$ cat config.mk
export PLATFORM = sky130hd
export DESIGN_NAME = ex_muldiv
export DESIGN_NICKNAME = d
export VERILOG_FILES = /design/src/rtl/ex_muldiv_pkg.sv /design/src/rtl/ex_muldiv_iter.sv /design/src/rtl/ex_muldiv.sv
export SDC_FILE = /design/constraint.sdc
export NUM_CORES = 1
export LEC_CHECK = 0
export BUFFER_PORTS_ARGS = -buffer_cell sky130_fd_sc_hd__buf_2
export CAP_MARGIN = 20
export CORE_AREA = 2 2 163 165
export CTS_BUF_LIST = sky130_fd_sc_hd__clkbuf_8 sky130_fd_sc_hd__clkbuf_16
export CTS_CLUSTER_DIAMETER = 50
export DETAILED_ROUTE_END_ITERATION = 8
export DIE_AREA = 0 0 165 167
export SKIP_LAST_GASP = 1
export SLEW_MARGIN = 20
export SYNTH_ARGS = -nofsm -noshare
export SYNTH_HDL_FRONTEND = slang
export SYNTH_SLANG_ARGS = --single-unit
$ cat constraint.sdc
create_clock -name clk -period 4.3 [get_ports clk]
set_clock_uncertainty 0.1 [all_clocks]
set_input_delay 0.215 -clock clk [delete_from_list [all_inputs] [get_ports clk]]
set_output_delay 0.215 -clock clk [all_outputs]
set_load 0.02 [all_outputs]
$ cat src/rtl/ex_muldiv_pkg.sv
// Shared definitions for the M-extension multiply/divide unit: op codes,
// FSM encodings and width helpers. Divider support is gated by MULDIV_DIV_EN.
package ex_muldiv_pkg;

    localparam int XLEN_DEFAULT = 32;

    typedef logic [XLEN_DEFAULT-1:0] RegBus;

    localparam logic [2:0] MD_MUL    = 3'd0;
    localparam logic [2:0] MD_MULH   = 3'd1;
    localparam logic [2:0] MD_MULHSU = 3'd2;
    localparam logic [2:0] MD_MULHU  = 3'd3;
    localparam logic [2:0] MD_DIV    = 3'd4;
    localparam logic [2:0] MD_DIVU   = 3'd5;
    localparam logic [2:0] MD_REM    = 3'd6;
    localparam logic [2:0] MD_REMU   = 3'd7;

    typedef enum logic [1:0] {
        ST_IDLE = 2'd0,
        ST_CALC = 2'd1,
        ST_DONE = 2'd2
    } md_state_e;

    function automatic int cnt_width(input int xlen);
        return $clog2(xlen + 1);
    endfunction

endpackage

$ cat src/rtl/ex_muldiv_iter.sv
// Iterative datapath: radix-2 shift-add multiply and, when MULDIV_DIV_EN is
// defined, restoring shift-subtract divide on unsigned magnitudes.
module muldiv_iter
    import ex_muldiv_pkg::*;
#(
    parameter int XLEN = 32
) (
    input  logic            clk,
    input  logic            rst,
    input  logic            i_load,
    input  logic            i_run,
`ifdef MULDIV_DIV_EN
    input  logic            i_is_div,
`endif
    input  logic [XLEN-1:0] i_a,
    input  logic [XLEN-1:0] i_b,
    output logic [XLEN-1:0] o_hi,
    output logic [XLEN-1:0] o_lo,
    output logic            o_done
);

    localparam int CW = cnt_width(XLEN);
    localparam logic [CW-1:0] CNT_END = CW'(XLEN);

    logic [XLEN-1:0] r_acc;
    logic [XLEN-1:0] r_lo;
    logic [XLEN-1:0] r_b;
    logic [CW-1:0]   r_cnt;
    logic [XLEN:0]   w_sum;
    logic [XLEN-1:0] w_acc_nxt;
    logic [XLEN-1:0] w_lo_nxt;
`ifdef MULDIV_DIV_EN
    logic            r_div;
    logic [XLEN:0]   w_shift;
    logic [XLEN:0]   w_diff;
`endif

    // One iteration step; r_acc:r_lo holds product (mul) or remainder:quotient (div)
    always_comb begin
        w_sum     = {1'b0, r_acc} + (r_lo[0] ? {1'b0, r_b} : {(XLEN+1){1'b0}});
        w_acc_nxt = w_sum[XLEN:1];
        w_lo_nxt  = {w_sum[0], r_lo[XLEN-1:1]};
`ifdef MULDIV_DIV_EN
        w_shift   = {r_acc, r_lo[XLEN-1]};
        w_diff    = w_shift - {1'b0, r_b};
        if (r_div) begin
            if (w_diff[XLEN] == 1'b0) begin
                w_acc_nxt = w_diff[XLEN-1:0];
                w_lo_nxt  = {r_lo[XLEN-2:0], 1'b1};
            end else begin
                w_acc_nxt = w_shift[XLEN-1:0];
                w_lo_nxt  = {r_lo[XLEN-2:0], 1'b0};
            end
        end else begin
            w_acc_nxt = w_sum[XLEN:1];
        end
`endif
    end

    // Operand load and iteration counter
    always_ff @(posedge clk) begin
        if (rst) begin
            r_acc <= {XLEN{1'b0}};
            r_lo  <= {XLEN{1'b0}};
            r_b   <= {XLEN{1'b0}};
            r_cnt <= {CW{1'b0}};
`ifdef MULDIV_DIV_EN
            r_div <= 1'b0;
`endif
        end else if (i_load) begin
            r_acc <= {XLEN{1'b0}};
            r_lo  <= i_a;
            r_b   <= i_b;
            r_cnt <= {CW{1'b0}};
`ifdef MULDIV_DIV_EN
            r_div <= i_is_div;
`endif
        end else if (i_run && (r_cnt != CNT_END)) begin
            r_acc <= w_acc_nxt;
            r_lo  <= w_lo_nxt;
            r_cnt <= r_cnt + {{(CW-1){1'b0}}, 1'b1};
        end else begin
            r_cnt <= r_cnt;
        end
    end

    assign o_hi   = r_acc;
    assign o_lo   = r_lo;
    assign o_done = (r_cnt == CNT_END);

endmodule

$ cat src/rtl/ex_muldiv.sv
// RV M-extension multiply/divide unit: FSM, sign handling, special cases and
// handshake. Define MULDIV_DIV_EN to build the divider (ops 4-7).
module ex_muldiv
    import ex_muldiv_pkg::*;
#(
    parameter int XLEN = 32
) (
    input  logic            clk,
    input  logic            rst,
    input  logic            in_valid,
    output logic            in_ready,
    input  logic [2:0]      op,
    input  logic [XLEN-1:0] rs1_data,
    input  logic [XLEN-1:0] rs2_data,
    input  logic            flush,
    output logic            out_valid,
    input  logic            out_ready,
    output logic [XLEN-1:0] result,
    output logic            busy
);

    md_state_e         r_state;
    md_state_e         w_next;
    logic [2:0]        r_op;
    logic              r_neg;
    logic [XLEN-1:0]   r_result;
    logic              w_accept;
    logic              w_a_neg;
    logic              w_b_neg;
    logic              w_neg;
    logic [XLEN-1:0]   w_abs_a;
    logic [XLEN-1:0]   w_abs_b;
    logic              w_special;
    logic [XLEN-1:0]   w_special_val;
    logic [XLEN-1:0]   w_hi;
    logic [XLEN-1:0]   w_lo;
    logic              w_done;
    logic [2*XLEN-1:0] w_prod;
    logic [XLEN-1:0]   w_final;

    assign w_accept = in_valid && (r_state == ST_IDLE) && !flush;
    assign w_a_neg  = rs1_data[XLEN-1] &&
                      ((op == MD_MULH) || (op == MD_MULHSU) || (op == MD_DIV) || (op == MD_REM));
    assign w_b_neg  = rs2_data[XLEN-1] &&
                      ((op == MD_MULH) || (op == MD_DIV) || (op == MD_REM));
    // Remainder sign follows the dividend; everything else uses the XOR of signs
    assign w_neg    = (op[2] && op[1]) ? w_a_neg : (w_a_neg ^ w_b_neg);
    assign w_abs_a  = w_a_neg ? ({XLEN{1'b0}} - rs1_data) : rs1_data;
    assign w_abs_b  = w_b_neg ? ({XLEN{1'b0}} - rs2_data) : rs2_data;

`ifdef MULDIV_DIV_EN
    logic w_div_zero;
    logic w_ovf;
    assign w_div_zero = op[2] && (rs2_data == {XLEN{1'b0}});
    assign w_ovf      = ((op == MD_DIV) || (op == MD_REM)) &&
                        (rs1_data == {1'b1, {(XLEN-1){1'b0}}}) && (rs2_data == {XLEN{1'b1}});
    assign w_special  = w_div_zero || w_ovf;

    // Results that bypass the iterative datapath
    always_comb begin
        w_special_val = {XLEN{1'b0}};
        if (w_div_zero) begin
            w_special_val = op[1] ? rs1_data : {XLEN{1'b1}};
        end else begin
            w_special_val = op[1] ? {XLEN{1'b0}} : rs1_data;
        end
    end
`else
    assign w_special     = op[2];
    assign w_special_val = {XLEN{1'b0}};
`endif

    muldiv_iter #(.XLEN(XLEN)) u_iter (
        .clk      (clk),
        .rst      (rst),
        .i_load   (w_accept && !w_special),
        .i_run    (r_state == ST_CALC),
`ifdef MULDIV_DIV_EN
        .i_is_div (op[2]),
`endif
        .i_a      (w_abs_a),
        .i_b      (w_abs_b),
        .o_hi     (w_hi),
        .o_lo     (w_lo),
        .o_done   (w_done)
    );

    assign w_prod = r_neg ? ({(2*XLEN){1'b0}} - {w_hi, w_lo}) : {w_hi, w_lo};

    // Sign-corrected result selection at the end of CALC
    always_comb begin
        w_final = {XLEN{1'b0}};
        case (r_op)
            MD_MUL:    w_final = w_prod[XLEN-1:0];
            MD_MULH,
            MD_MULHSU,
            MD_MULHU:  w_final = w_prod[2*XLEN-1:XLEN];
`ifdef MULDIV_DIV_EN
            MD_DIV,
            MD_DIVU:   w_final = r_neg ? ({XLEN{1'b0}} - w_lo) : w_lo;
            MD_REM,
            MD_REMU:   w_final = r_neg ? ({XLEN{1'b0}} - w_hi) : w_hi;
`endif
            default:   w_final = {XLEN{1'b0}};
        endcase
    end

    // Next-state logic; flush overrides every transition
    always_comb begin
        w_next = r_state;
        if (flush) begin
            w_next = ST_IDLE;
        end else begin
            case (r_state)
                ST_IDLE: begin
                    if (in_valid) begin
                        w_next = w_special ? ST_DONE : ST_CALC;
                    end else begin
                        w_next = ST_IDLE;
                    end
                end
                ST_CALC: begin
                    if (w_done) begin
                        w_next = ST_DONE;
                    end else begin
                        w_next = ST_CALC;
                    end
                end
                ST_DONE: begin
                    if (out_ready) begin
                        w_next = ST_IDLE;
                    end else begin
                        w_next = ST_DONE;
                    end
                end
                default: w_next = ST_IDLE;
            endcase
        end
    end

    // State register
    always_ff @(posedge clk) begin
        if (rst) begin
            r_state <= ST_IDLE;
        end else begin
            r_state <= w_next;
        end
    end

    // Operation context and result register
    always_ff @(posedge clk) begin
        if (rst) begin
            r_op     <= MD_MUL;
            r_neg    <= 1'b0;
            r_result <= {XLEN{1'b0}};
        end else if (w_accept) begin
            r_op     <= op;
            r_neg    <= w_neg;
            r_result <= w_special ? w_special_val : r_result;
        end else if ((r_state == ST_CALC) && w_done && !flush) begin
            r_result <= w_final;
        end else begin
            r_result <= r_result;
        end
    end

    assign in_ready  = (r_state == ST_IDLE);
    assign out_valid = (r_state == ST_DONE);
    assign busy      = (r_state != ST_IDLE);
    assign result    = r_result;

endmodule

==> impl_metrics.toml <==
[status]
status = "finished clean"

[floorplan]
die_y_um = 167
initial_core_util_pct = 39.7
num_rows = 59
dieArea_um2 = 27600
die_x_um = 165
core_area_um2 = 25800
num_io_pins = 107

[synth]
syn_area_um2 = 10200
ys.warnings.count = 0
syn_area_per_cell_um2 = 7.57
synth_nets = 1460
ys_seq_area_share_pct = 27.4
synth_edf_count = 0
synthFlopType = "dfxtp_1"
synth_top_area_share_pct = 27.4
yosys.area.top_type = "dfxtp_1"
synth_area_leaders = "dfxtp_1 (27%), xor2_1 (6.7%), nand2_1 (5.9%), nor2_1 (5.1%), ha_1 (4.5%)"
synth_cell_types = 71
ys_ff_latch = 140
synthCells = 1350
async_flop_share_pct = 0

[worst_setup_path]
start_kind = "register"
rr_worst_depth = 10
cp.arrival_ns = 3.78
crit_path_max_fanout = 37
critical_path_class = "reg2reg"
endpoint_kind = "register"
worstPathRequired_ns = 4.57

[clock_tree]
cts_tree = "done"
clk_latency_ns = 0.44
clk_pin_slew_ns = 0.07
cts_buffers = 17
cts_max_level = 4
cts_resized = 0
root_buffer = "clkbuf_16"
cts_buffer_depth = 2
cts.sinks = 140

[cells_and_area]
multi_input_comb_area_um2 = 7000
nFillCells = 2618
stdcell_count = 1772
fin_nets = 1534
diodes = 0
final_area_um2 = 11700
syn_to_final_growth_pct = 14.9
layout_commonest_cell = "nand2_1"
mostFrequentLayoutCells = "nand2_1 (160), nor2_1 (140), dfxtp_1 (139), buf_2 (106), o21ai_0 (86)"
drive_gt1_share_pct = 12.6
regArea_um2 = 2800

[route]
firstDrtPassIters = 6
antenna_left = 0
drc = 0
num_vias = 10200
wirelength_um = 31300
drt-wirelength-per-cell_um = 17.6
viasPerCell = 5.76
drtIter0Drc = 761

[global_routing]
grt_usage_pct = 22.7
antenna_found_initial = 0
use_met2_pct = 35.4
grt-ovfl-total = 0
grt_pass1_wl_um = 49900
grt_use_met1_pct = 32.3
grt_start_max_net_pins = 61
grt_pass1_vias = 9308
grt_use_met3_pct = 3.56
busiest_layer = "met2"

[power]
power_leakage_nw = 4.56
ir_drop_mv = 0.271
power.density_nw_per_um2 = 301

[place]
dp_hpwl_um = 23200
place_ws_ns = 0.873
placedInstanceArea_um2 = 11000
placed_cells = 1726
gp_congestion = 0.895
io_buffers = 106

[sta]
maxSlewHeadroom_pct = 34.0
layout_setup_ws_ns = 0.792
max_clock_freq_mhz = 285
hold_viol_final = 0
setup_tns_ns = 0
report.final.slew_viol_count = 0
rsz0062_at_grt = "no"
post-route-period-util_pct = 81.6
finalCriticalPeriod_ns = 3.51
finalSetupViolCount = 0
worstMarginPinSlew_ns = 0.988

[job]
drv_cap = 0

[min_path]
min_path_type = "in2reg"
min_path_cells = 3
==> timing repair <==
action | 4_1_cts | 5_1_grt
setup buffers | 0 | 0
hold buffers | 14 | 0
setup endpoints to repair | 0 | 0
hold endpoints to repair | 14 | 0
==> sequential cells by signal, indices dropped and copies added (netlist names) <==
name / flops
u_iter.o_hi: 32
u_iter.r_cnt: 6
result: 32
r_state: 2
u_iter.o_lo: 32
u_iter.r_b: 32
r_op: 3
r_neg: 1
==> cell type report <==
type	count	area share [%]
Clock buffer	17	3.62
Clock inverter	15	1.55
Inverter	28	0.895
Multi-Input combinational cell	1100	59.7
Sequential cell	140	23.9
Tap cell	335	3.57
Timing Repair Buffer	137	6.80
==> cells by family (layout without fill, tap and decap cells) <==
family	after synthesis	in the layout	share of synthesized area, %
and+or+nand+nor	528	528	25.4
xor gates and xnor gates	121	121	10.4
buffers and inverters	110	197	4.19
AOI/OAI and AO/OA	387	387	25.2
DFF	140	140	27.4
adders and majority gates	38	38	4.73
muxes	26	26	2.64
==> layer usage <==
| layer | wire length [µm] | vias to the layer above |
|---|---|---|
| met1 | 14900 | 4775 |
| met5 | 0 | - |
| met3 | 1700 | 42 |
| li1 | - | 5109 |
| met2 | 14100 | 273 |
| met4 | 582 | 0 |
==> worst paths after layout <==
check	startpoint	endpoint	slack, ns
worst min-delay path	rs2_data[4]	u_iter.r_b[4]	0.006
worst min register to register	u_iter.r_b[0]	u_iter.r_b[0]	0.35
worst max-delay path	u_iter.o_lo[0]	u_iter.o_hi[17]	0.79
worst max register to register	u_iter.o_lo[0]	u_iter.o_hi[17]	0.79
==> synth_stat cells (4+ instances only) <==
| library cell | instances |
|---|---|
| dfxtp_1 | 140 |
| o211ai_1 | 10 |
| a21oi_1 | 71 |
| or2_2 | 5 |
| nor3_1 | 50 |
| nand4_1 | 15 |
| clkbuf_1 | 75 |
| a221oi_1 | 4 |
| ha_1 | 37 |
| nand3b_1 | 5 |
| nor2_1 | 140 |
| buf_1 | 5 |
| o21bai_1 | 6 |
| xnor2_1 | 43 |
| and2_1 | 36 |
| mux2_2 | 4 |
| a2111oi_0 | 5 |
| nand2b_1 | 11 |
| a211oi_1 | 38 |
| xor2_1 | 78 |
| a21o_1 | 15 |
| nor2b_1 | 8 |
| a22oi_1 | 26 |
| mux2i_1 | 21 |
| o41ai_1 | 17 |
| or4_1 | 20 |
| nor4_1 | 11 |
| o22ai_1 | 17 |
| inv_1 | 28 |
| nand3_1 | 23 |
| a311oi_1 | 21 |
| a31oi_1 | 9 |
| o31ai_1 | 32 |
| a211o_1 | 4 |
| nand2_1 | 160 |
| and3_1 | 6 |
| or3_1 | 14 |
| o21ai_0 | 86 |
==> critical path, cell delays in order, from the launching register on <==
cell and delay, ns:
dfxtp_1 0.34, buf_4 0.36, nand2_1 0.17, fa_1 0.45, nand2b_1 0.19, a21oi_1 0.29, nor3_1 0.16, nor4b_1 0.60
a2111oi_0 0.19, or4_1 0.50, o211ai_1 0.09
==> metrics by stage <==
step	utilization (%)	power (mW)	hold slack [ns]
3_5_place_dp	42.6	1.99	0.344
4_1_cts	45.5	3.54	0.00115
5_1_grt	45.6	3.67	0.0219
3_3_place_gp	42.6	1.98	0.340
6_report	45.6	3.53	0.00561
2_1_floorplan	-	1.80	0.194
==> where the power goes <==
part / switching [mW] / leakage [nW] / internal [mW] / total [mW]
Combinational: 0.369 / 3.13 / 0.229 / 0.598
Sequential: 0.0477 / 1.14 / 1.33 / 1.38
Clock: 0.671 / 0.295 / 0.878 / 1.55
Note: power is estimated with default switching activity, not from simulation.
